`src/rtl/ro_puf_pkg.sv`:
```
// Shared state encoding, phase lengths and timer sizing for the RO PUF sequencer.
package ro_puf_pkg;

  typedef enum logic [2:0] {
    ST_IDLE,
    ST_CLEAR,
    ST_MEASURE,
    ST_SETTLE,
    ST_CAPTURE,
    ST_DONE
  } ro_puf_state_t;

  localparam int CLEAR_CYCLES  = 4;
  localparam int SETTLE_CYCLES = 4;
  localparam int NUM_VOTES     = 3;

  // Timer must hold WINDOW_CYCLES-1 as well as the fixed CLEAR/SETTLE reloads.
  function automatic int timer_width(input int window_cycles);
    int w;
    w = $clog2(window_cycles + 1);
    if (w < $clog2(CLEAR_CYCLES))  w = $clog2(CLEAR_CYCLES);
    if (w < $clog2(SETTLE_CYCLES)) w = $clog2(SETTLE_CYCLES);
    if (w < 1)                     w = 1;
    return w;
  endfunction

endpackage

```
`src/rtl/ro_puf_ctrl_window_timer.sv`:
```
// Loadable down-counter timing the CLEAR, MEASURE and SETTLE phases.
// Loading N-1 yields expire on the N-th cycle after the load.
module window_timer #(
  parameter int WIDTH = 11
) (
  input  logic             clk,
  input  logic             arst_n,
  input  logic             load,
  input  logic [WIDTH-1:0] load_value,
  output logic             expire
);

  logic [WIDTH-1:0] count_reg;

  always_ff @(posedge clk) begin
    if (!arst_n) begin
      count_reg <= '0;
    end else if (load) begin
      count_reg <= load_value;
    end else if (count_reg != '0) begin
      count_reg <= count_reg - WIDTH'(1);
    end
  end

  assign expire = (count_reg == '0);

endmodule

```
`src/rtl/ro_puf_ctrl.sv`:
```
// Ring-oscillator PUF measurement sequencer: clear, gate, settle, capture, compare.
// Optional build macro RO_PUF_CTRL_MAJORITY_EN runs three passes and votes the response.
module ro_puf_ctrl
  import ro_puf_pkg::*;
#(
  parameter int  NUM_BITS      = 32,
  parameter int  NUM_RO        = 16,
  parameter int  WINDOW_CYCLES = 1024,
  localparam int SEL_W         = $clog2(NUM_RO)
) (
  input  logic                clk,
  input  logic                arst_n,
  input  logic                start,
  input  logic [SEL_W-1:0]    sel_a,
  input  logic [SEL_W-1:0]    sel_b,
  output logic                busy,
  output logic                done,
  output logic                response,
  output logic                err,
  output logic                tie,
  output logic [SEL_W-1:0]    ro_sel_a,
  output logic [SEL_W-1:0]    ro_sel_b,
  output logic                ro_enable,
  output logic                cnt_clear,
  output logic                cnt_enable,
  input  logic [NUM_BITS-1:0] count_a,
  input  logic [NUM_BITS-1:0] count_b,
  output logic [NUM_BITS-1:0] count_a_q,
  output logic [NUM_BITS-1:0] count_b_q
);

  localparam int                 TIMER_W      = timer_width(WINDOW_CYCLES);
  localparam logic [TIMER_W-1:0] CLEAR_LOAD   = TIMER_W'(CLEAR_CYCLES - 1);
  localparam logic [TIMER_W-1:0] MEASURE_LOAD = TIMER_W'(WINDOW_CYCLES - 1);
  localparam logic [TIMER_W-1:0] SETTLE_LOAD  = TIMER_W'(SETTLE_CYCLES - 1);

  ro_puf_state_t state_reg, state_next;

  logic               timer_load;
  logic [TIMER_W-1:0] timer_value;
  logic               timer_expire;

  logic accept, illegal, last_pass;
  logic a_gt_b, a_eq_b, resp_next, tie_next, done_next;

  logic                busy_reg, done_reg, response_reg, err_reg, tie_reg;
  logic                ro_enable_reg, cnt_clear_reg, cnt_enable_reg, err_pending_reg;
  logic [SEL_W-1:0]    ro_sel_a_reg, ro_sel_b_reg;
  logic [NUM_BITS-1:0] count_a_q_reg, count_b_q_reg;

  window_timer #(
    .WIDTH(TIMER_W)
  ) u_timer (
    .clk       (clk),
    .arst_n    (arst_n),
    .load      (timer_load),
    .load_value(timer_value),
    .expire    (timer_expire)
  );

  assign illegal = (sel_a == sel_b) || (32'(sel_a) >= NUM_RO) || (32'(sel_b) >= NUM_RO);
  assign accept  = (state_reg == ST_IDLE) && start;

  // Compared against the live counter outputs during CAPTURE; they are static after SETTLE.
  assign a_gt_b = (count_a > count_b);
  assign a_eq_b = (count_a == count_b);

`ifdef RO_PUF_CTRL_MAJORITY_EN
  logic [1:0] pass_reg, vote_reg;
  logic       tie_any_reg;

  always_ff @(posedge clk) begin
    if (!arst_n) begin
      pass_reg    <= '0;
      vote_reg    <= '0;
      tie_any_reg <= 1'b0;
    end else if (accept) begin
      pass_reg    <= '0;
      vote_reg    <= '0;
      tie_any_reg <= 1'b0;
    end else if (state_reg == ST_CAPTURE) begin
      pass_reg    <= pass_reg + 2'd1;
      vote_reg    <= vote_reg + {1'b0, a_gt_b};
      tie_any_reg <= tie_any_reg | a_eq_b;
    end
  end

  assign last_pass = (pass_reg == 2'(NUM_VOTES - 1));
  assign resp_next = ((vote_reg + {1'b0, a_gt_b}) >= 2'((NUM_VOTES + 1) / 2));
  assign tie_next  = tie_any_reg | a_eq_b;
`else
  assign last_pass = 1'b1;
  assign resp_next = a_gt_b;
  assign tie_next  = a_eq_b;
`endif

  always_ff @(posedge clk) begin
    if (!arst_n) begin
      state_reg <= ST_IDLE;
    end else begin
      state_reg <= state_next;
    end
  end

  always_comb begin
    state_next  = state_reg;
    timer_load  = 1'b0;
    timer_value = '0;
    case (state_reg)
      ST_IDLE: begin
        if (start) begin
          if (illegal) begin
            state_next = ST_DONE;
          end else begin
            state_next  = ST_CLEAR;
            timer_load  = 1'b1;
            timer_value = CLEAR_LOAD;
          end
        end
      end
      ST_CLEAR: begin
        if (timer_expire) begin
          state_next  = ST_MEASURE;
          timer_load  = 1'b1;
          timer_value = MEASURE_LOAD;
        end
      end
      ST_MEASURE: begin
        if (timer_expire) begin
          state_next  = ST_SETTLE;
          timer_load  = 1'b1;
          timer_value = SETTLE_LOAD;
        end
      end
      ST_SETTLE: begin
        if (timer_expire) state_next = ST_CAPTURE;
      end
      ST_CAPTURE: begin
        if (last_pass) begin
          state_next = ST_DONE;
        end else begin
          state_next  = ST_CLEAR;
          timer_load  = 1'b1;
          timer_value = CLEAR_LOAD;
        end
      end
      // An illegal challenge enters DONE straight from IDLE and dwells one extra
      // cycle, so the pulse lands one cycle after busy rises.
      ST_DONE: begin
        if (done_reg) state_next = ST_IDLE;
      end
      default: state_next = ST_IDLE;
    endcase
  end

  assign done_next = (state_next == ST_DONE) && (state_reg != ST_IDLE);

  always_ff @(posedge clk) begin
    if (!arst_n) begin
      busy_reg        <= 1'b0;
      done_reg        <= 1'b0;
      response_reg    <= 1'b0;
      err_reg         <= 1'b0;
      tie_reg         <= 1'b0;
      ro_enable_reg   <= 1'b0;
      cnt_clear_reg   <= 1'b1;
      cnt_enable_reg  <= 1'b0;
      err_pending_reg <= 1'b0;
      ro_sel_a_reg    <= '0;
      ro_sel_b_reg    <= '0;
      count_a_q_reg   <= '0;
      count_b_q_reg   <= '0;
    end else begin
      busy_reg       <= (state_next != ST_IDLE);
      done_reg       <= done_next;
      cnt_clear_reg  <= (state_next == ST_IDLE) || (state_next == ST_CLEAR);
      ro_enable_reg  <= (state_next == ST_CLEAR) || (state_next == ST_MEASURE);
      cnt_enable_reg <= (state_next == ST_MEASURE);
      if (accept) begin
        ro_sel_a_reg    <= sel_a;
        ro_sel_b_reg    <= sel_b;
        err_pending_reg <= illegal;
      end
      if (state_reg == ST_CAPTURE) begin
        count_a_q_reg <= count_a;
        count_b_q_reg <= count_b;
      end
      if (done_next) begin
        err_reg      <= err_pending_reg;
        response_reg <= err_pending_reg ? 1'b0 : resp_next;
        tie_reg      <= err_pending_reg ? 1'b0 : tie_next;
      end
    end
  end

  assign busy       = busy_reg;
  assign done       = done_reg;
  assign response   = response_reg;
  assign err        = err_reg;
  assign tie        = tie_reg;
  assign ro_sel_a   = ro_sel_a_reg;
  assign ro_sel_b   = ro_sel_b_reg;
  assign ro_enable  = ro_enable_reg;
  assign cnt_clear  = cnt_clear_reg;
  assign cnt_enable = cnt_enable_reg;
  assign count_a_q  = count_a_q_reg;
  assign count_b_q  = count_b_q_reg;

endmodule

```
`config.mk`:
```
export PLATFORM = sky130hd
export DESIGN_NAME = ro_puf_ctrl
export DESIGN_NICKNAME = d
export VERILOG_FILES = /design/src/rtl/ro_puf_pkg.sv /design/src/rtl/ro_puf_ctrl_window_timer.sv /design/src/rtl/ro_puf_ctrl.sv
export SDC_FILE = /design/constraint.sdc
export NUM_CORES = 1
export LEC_CHECK = 0
export BUFFER_PORTS_ARGS = -buffer_cell sky130_fd_sc_hd__buf_4
export CAP_MARGIN = 20
export CORE_ASPECT_RATIO = 0.5
export CORE_UTILIZATION = 54
export CTS_CLUSTER_SIZE = 40
export DETAILED_ROUTE_END_ITERATION = 6
export MAX_ROUTING_LAYER = met4
export PLACE_DENSITY = 0.94
export SYNTH_ARGS = -nofsm -noshare
export SYNTH_HDL_FRONTEND = slang
export SYNTH_SLANG_ARGS = --single-unit
```
`constraint.sdc`:
```
create_clock -name clk -period 7.4 [get_ports clk]
set_clock_uncertainty 0.2 [all_clocks]
set_input_delay 0.74 -clock clk [delete_from_list [all_inputs] [get_ports clk]]
set_output_delay 0.74 -clock clk [all_outputs]
set_load 0.02 [all_outputs]
```
# Word level (Yosys, flattened, before mapping)
# Cells that the tools add are included.
dict set report word_totals {
  word_cells 59
  reg_bits 95
  input_bits 75
}
dict set report classes {
  n_mux 20
  n_reduce_logical 12
  order_cmp 1
  n_eq_ne 10
  n_addsub 1
}
# operator n
set op_table {}
lappend op_table {{== test 32 bit} 1}
lappend op_table {{greater-than comparator 32 bit} 1}
lappend op_table {{case mux 10 bit (3 select lines)} 1}
lappend op_table {{two-way mux 11 bit} 2}
lappend op_table {{two-way mux 3 bit} 6}
lappend op_table {{case mux 3 bit (6 select lines)} 1}
lappend op_table {{zero test 11 bit} 1}
lappend op_table {{nonzero test 11 bit} 1}
lappend op_table {{subtractor 11 x 1 -> 11 bit (second input constant)} 1}
lappend op_table {{two-way mux 10 bit} 1}
lappend op_table {{== test 3 x 2 -> 1 bit (second input constant)} 3}
lappend op_table {{== test 3 bit (second input constant)} 3}
lappend op_table {{== test 3 x 1 -> 1 bit (second input constant)} 2}
lappend op_table {{zero test 3 bit} 2}
lappend op_table {{two-way mux 2 bit} 3}
lappend op_table {{nonzero test 3 bit} 2}
lappend op_table {{two-way mux 1 bit} 5}
lappend op_table {{== test 4 bit} 1}
lappend op_table {{logical AND 1 bit} 2}
lappend op_table {{logical OR 1 bit} 2}
lappend op_table {{case mux 1 bit (2 select lines)} 1}
lappend op_table {{nonzero test 2 bit} 1}
lappend op_table {{OR reduction 2 bit} 1}

# Longest topological paths before layout
# Gate-level depths: netlist of run 1.
dict set report logic_depth {
  ltp_word 6
  ltp_mapped 8
  mapped_depth_nobuf 7
}

# Cells and area by module
# A second synthesis of run 1 with hierarchy kept.
dict set report hier_totals {
  hier_cells 566
  hier_area_um2 4478.0
}
# mod instances seq_area_each_um2 area_per_inst_um2 cells_per_inst
set by_module_without_submodules {}
lappend by_module_without_submodules {ro_puf_ctrl 1 1681.6 3844.9 493}
lappend by_module_without_submodules {window_timer 1 220.2 633.1 73}

# Least setup slack after synthesis of run 1
# No wires, ideal clock.
dict set report synth_timing {
  path_kind {register to register}
  from {reg u_timer.count_reg[0]}
  to {reg u_timer.count_reg[7]}
  arrival_time_ns 2.234
  t_required_ns 7.130
  stages_incl_launch_ff 8
  slack_ns 4.897
  setup_ns 0.070
  n_path_buf 0
  path_cell_list {dfxtp_1 -> inv_1 -> ha_1 -> or3b_4 -> or3_4 -> or4_1 -> or3b_4 -> a21oi_1}
}
dict set report synth_between {
  elab_chain_cells 4
  elab_cells_between_ends 10
  cone_classes {add/sub: 1; mux: 6; reduce/logical: 3}
}
# element line_no
set synth_rtl {}
lappend synth_rtl {{start: declaration} ro_puf_ctrl_window_timer.sv:13} ;# logic [WIDTH-1:0] count_reg;
lappend synth_rtl {{start signal: assignment} ro_puf_ctrl_window_timer.sv:19} ;# count_reg <= load_value;
lappend synth_rtl {{start signal: assignment} ro_puf_ctrl_window_timer.sv:21} ;# count_reg <= count_reg - WIDTH'(1);
lappend synth_rtl {{parallel branches: the longest is 4 deep, another holds subtractor 11 x 1 -> 11 bit} -}
# Several ways; the timed one is not identified. The select of a mux whose other input is x is not followed.
# A chain may end at the register's enable or synchronous reset.

# Worst setup path in the final report of run 1
dict set report layout_timing {
  from {reg u_timer.count_reg[0]}
  to {reg u_timer.count_reg[3]}
}
# Same word-level chain as after synthesis.

==> flow_summary.yaml, run 1 <==
drt:
  first_iter_violations: 369
  vias_per_cell: 5.35
  num_vias: 4357
  ant_nets: 0
  first_pass_iters: 7
  wl_per_cell_um: 14.4
  routed_wl_mm: 11.8
  drcViolationCount: 0
synthesis:
  syn_area_mm2: 0.00434
  async_reset_ff_share_pct: 0
  synth.distinct_cells: 42
  synth_fp_nets: 668
  syn_inst: 560
  yosys_warnings: 0
  synthesis.area_per_instance_um2: 7.76
  yosysSeqAreaShare_pct: 43.8
  synth_flop_cell: "dfxtp_1"
  synth-edff-count: 0
  ys_ff_latch: 95
finish:
  layout_common_cells: "nand2_1 (165), buf_4 (159), a21oi_1 (98), dfxtp_1 (95), inv_1 (35)"
  postLayoutCoreUtil_pct: 77.8
  layout-drive-gt1-share_pct: 25.9
  final_common_cell: "nand2_1"
  nets: 809
  ff_latch_area_mm2: 0.00190
  n_fill_cell: 539
  areaGrowthSynthToFinish_pct: 35.0
  final_cell_area_mm2: 0.00586
  diodes: 0
  multiInputGateArea_mm2: 0.00220
setup_path:
  rr_worst_depth: 7
  cp-start-kind: "flip-flop"
  endpoint_kind: "flip-flop"
  cp.arrival_ns: 2.74
  r2r_slack_ns: 4.72
  path_class: "flip-flop to flip-flop"
  rr_startpoint: "u_timer.count_reg[0]"
  cp_max_fo: 5
  r2r_end: "u_timer.count_reg[3]"
  cp.required_ns: 7.46
power_and_ir_drop:
  p_leak_uw: 0.00264
  powerDensity_mw_per_mm2: 240
  max-vdd-ir-drop_mv: 0.131
worst_hold_path:
  hold-path-cell-count: 2
  hold_start: "count_b_q[8]"
  worstHoldEndpoint: "count_b_q[8]"
  min_path_type: "flip-flop to flip-flop"
global_routing:
  antenna_found_initial: 0
  grt_pass1_vias: 4221
  grt_max_degree: 65
  grt_util_all_layers_pct: 30.3
  grt_first_pass_wirelength_mm: 19.2
  grt-ovfl-total: 0
placed_design:
  placed_cell_area_mm2: 0.00557
  dpl.hpwl_mm: 8.26
  numPortBuffers: 154
  place_ws_ns: 4.69
  finalWeightedCongestion: 0.924
clock_network:
  cts_max_level: 3
  cts_buffers: 9
  holdBufCountCts: 0
  cts-root-buf: "clkbuf_16"
  cts_buffer_depth: 2
  clkTransAtPathRegs_ns: 0.06
  post_cts_buffers: 0
  cts_tree: "yes"
  cts_resized: 0
  clock_latency_ns: 0.34
  clock-sinks: 95
floorplan:
  die_width_um: 129
  dieHeight_um: 65.4
  die_area_mm2: 0.00843
  initial_core_util_pct: 57.6
  design.core.area_mm2: 0.00754
  ioPinCount: 155
  rows: 22
sta:
  max_slew_margin_pct: 53.4
  worst_slack_ns: 4.72
  hold_viol: 0
  slew_violations: 0
  rsz0062_at_grt: "false"
  finalSetupViolCount: 0
  fmax_mhz: 373
  post-route-period-util_pct: 36.2
  tightestPinTransition_ns: 0.698
  post-route-min-period_ns: 2.68
  fin_tns_setup_ns: 0
flow_run:
  drv_cap: 0
run_status:
  status: "finished clean"
[power breakdown]
group | internal (uW) | total [uW] | switching (uW) | leakage [uW]
clock network | 264 | 452 | 188 | 0.000145
registers | 554 | 593 | 39.0 | 0.000770
logic | 163 | 362 | 199 | 0.00173
[metrics by stage]
stage / hold slack, ns / instances / power (uW)
final: 0.254 / 814 / 1410
after global placement: 0.242 / 798 / 945
after global routing: 0.277 / 814 / 1490
after floorplan: 0.255 / 560 / 837
after CTS: 0.256 / 814 / 1410
after detailed placement: 0.248 / 798 / 956
[Yosys cell counts (5+ instances only)]
master	count	area share (%)
ha_1	33	9.5
nor2_1	16	1.4
inv_1	35	3.0
nor3_1	5	0.58
a21oi_1	98	11
nand2_1	165	14
dfxtp_1	95	44
nand3_1	9	1.0
clkbuf_1	28	2.4
nand4_1	10	1.4
o21ai_0	13	1.5
xnor2_1	7	1.4
[layer usage]
| metal | up-vias | global-route usage, % | share of wire [%] |
|---|---|---|---|
| li1 | 2156 | - | - |
| met1 | 2027 | 34.9 | 42 |
| met2 | 144 | 52.3 | 50 |
| met3 | 30 | 6.51 | 5.4 |
| met5 | - | - | 0 |
| met4 | 0 | 12.1 | 2.5 |
[final cells by class]
type	instances	area share (%)
multi-input combinational	400	37.6
sequential	95	32.4
timing repair buffer	159	20.4
clock buffer	14	4.84
inverter	36	2.30
tap	108	2.30
clock inverter	2	0.213
[cells by family after synthesis]
group / synth area share, %
AOI/OAI and AO/OA: 15.5
and+or+nand+nor: 23.2
adders and majority gates: 9.50
buffers and inverters: 5.65
DFF: 43.8
muxes: 0.230
xor gates and xnor gates: 2.22
[worst max path at each step]
stage               cells after the start                 start              endpoint
floorplan                               7  u_timer.count_reg[0]  u_timer.count_reg[7]
global placement                        7            count_a[7]              response
detailed placement                      7            count_a[7]              response
CTS                                     7  u_timer.count_reg[0]  u_timer.count_reg[3]
global route                            7  u_timer.count_reg[0]  u_timer.count_reg[3]
finish                                  7  u_timer.count_reg[0]  u_timer.count_reg[3]
[critical path, cell delays in order, from the launching register on]
cell and delay (ns):
dfxtp_1 0.31, inv_1 0.09, ha_1 0.18, or3b_4 0.41
or3_4 0.39, or4_1 0.43, or3b_4 0.42, a21oi_1 0.17
(Power assumes the default switching activity.)
==> inputs of run 2 (changes only) <==
CORE_UTILIZATION = 45   (was 54)
PLACE_DENSITY = 0.84   (was 0.94)
clock period = 2.35 ns   (was 7.4 ns; I/O delays follow)
==> run 2 against run 1 <==
  * The run now ends with setup timing left
  * Design area increased by 18%
  * Critical endpoint is now u_timer.count_reg[7]
  * Hold slack got worse by 0.15 ns
  * Maximum frequency increased by 7.8%
  * First-iteration DRC count increased by 27%
  * Cell count increased by 15%
  * Via count increased by 18%
  * Power increased to 3.5 times the previous value
  * Die area increased by 20%
  * Critical path depth unchanged
==> flow_summary.yaml, run 2 (synthesis results as in run 1) <==
run_status:
  status: "finished, violations left"
  violations: "setup timing"
floorplan:
  rows: 24
  die_area_mm2: 0.0101
  dieHeight_um: 71.5
  design.core.area_mm2: 0.00904
  die_width_um: 141
  ioPinCount: 155
  initial_core_util_pct: 48.1
clock_network:
  cts_tree: "yes"
  cts_buffer_depth: 2
  clkTransAtPathRegs_ns: 0.06
  clock-sinks: 95
  clock_latency_ns: 0.33
  cts-root-buf: "clkbuf_16"
  cts_buffers: 9
  cts_max_level: 3
finish:
  layout-drive-gt1-share_pct: 28.6
  diodes: 0
  n_fill_cell: 554
  areaGrowthSynthToFinish_pct: 59.7
  postLayoutCoreUtil_pct: 76.8
  final_common_cell: "buf_4"
  layout_common_cells: "buf_4 (181), nand2_1 (165), dfxtp_1 (93), a21oi_1 (92), dlygate4sd3_1 (73)"
  nets: 907
setup_path:
  path_class: "flip-flop to flip-flop"
  critPathSlowestCell: "or4_4"
  path_buf_inv: 1
  cpPeakStageDelay_ns: 0.43
  endpoint_kind: "flip-flop"
  cp-start-kind: "flip-flop"
  path_cells: "inv_2 > ha_4 > or3b_4 > or3_4 > or4_4 > or3b_4 > a21oi_2"
  cp.required_ns: 2.42
  cp_common_cell: "or3b_4"
  crit_family: "simple AND/OR/NAND/NOR gates"
  cp_max_fo: 4
  cp.arrival_ns: 2.56
global_routing:
  grt-ovfl-total: 0
  antenna_found_initial: 0
  grt_util_all_layers_pct: 32.1
  grt_max_degree: 65
  grt_first_pass_wirelength_mm: 24.7
  grt_pass1_vias: 5050
drt:
  wl_per_cell_um: 16.7
  drcViolationCount: 0
  vias_per_cell: 5.49
  first_pass_iters: 5
  ant_nets: 0
  first_iter_violations: 470
  num_vias: 5123
  routed_wl_mm: 15.6
sta:
  rsz0062_at_grt: "true"
  max_slew_margin_pct: 62.1
  slew_violations: 0
  hold_slack_ns: 0.101
  tightestPinTransition_ns: 0.564
  post-route-period-util_pct: 106
  post-route-min-period_ns: 2.49
  hold_viol: 0
  fin_tns_setup_ns: -0.542
  fmax_mhz: 402
  finalSetupViolCount: 5
  worst_slack_ns: -0.137
placed_design:
  numPortBuffers: 154
  finalWeightedCongestion: 0.867
  dpl.hpwl_mm: 8.67
power_and_ir_drop:
  max-vdd-ir-drop_mv: 0.428
  p_leak_uw: 0.00308
  powerDensity_mw_per_mm2: 717
worst_hold_path:
  min_path_type: "input port to flip-flop"
flow_run:
  drv_cap: 0
run 2: cell count changes in the layout (fill, tap and decap cells not counted), moves of 3 or more:
cell / change
dlygate4sd3_1: +73
buf_4: +22
a21oi_1: -6
a21oi_2: +6
nor4_1: -3
run 2: through the flow:
step / power [uW] / worst slack (ns) / instance area [um^2] / instances
6_report: 4980 / -0.137 / 6940 / 934
4_1_cts: 4760 / -0.132 / 6830 / 927
3_5_place_dp: 3130 / -0.176 / 5730 / 833
5_1_grt: 5210 / -0.183 / 6940 / 934
3_3_place_gp: 3090 / -0.116 / 5730 / 833
2_1_floorplan: 2650 / -0.117 / 4360 / 560
run 2: report_power, final:
part | switching (uW) | internal, uW
sequential | 107 | 1750
combinational | 850 | 851
clock | 617 | 805
run 2: layer usage:
layer,part of all wire (%),GRT usage (%)
met3,6.1,6.42
met4,5.8,18.4
met2,49,56.5
met5,0,-
met1,39,34.5
run 2: area by class of cell:
class,instances,area [um^2],area share [%]
multi-input cells,400,2300,33.2
repair buffers,257,2140,30.9
flip-flops and latches,95,1900,27.4
clock buffers,12,267,3.84
well taps,130,163,2.34
inverters,36,135,1.95
clock inverters,4,28.8,0.415
run 2: worst paths after layout:
kind,start,to,slack [ns],depth (start not counted)
max,u_timer.count_reg[0],u_timer.count_reg[7],-0.14,7
min,start,busy,0.10,4
max reg2reg,u_timer.count_reg[0],u_timer.count_reg[7],-0.14,7
min reg2reg,count_a_q[27],count_a_q[27],0.25,2
run 2: what timing repair did:
item	in CTS	in global routing
setup endpoints to repair	5	15
hold endpoints to repair	74	0
buffers inserted	4	7
gates cloned	1	0
resized for setup	8	16
pin swaps	5	8
hold buffers	73	0
run 2: worst min-delay path, stage by stage:
cell	delay, ns
buf_4	0.10
nor2_1	0.04
nand2_1	0.05
and3_1	0.18
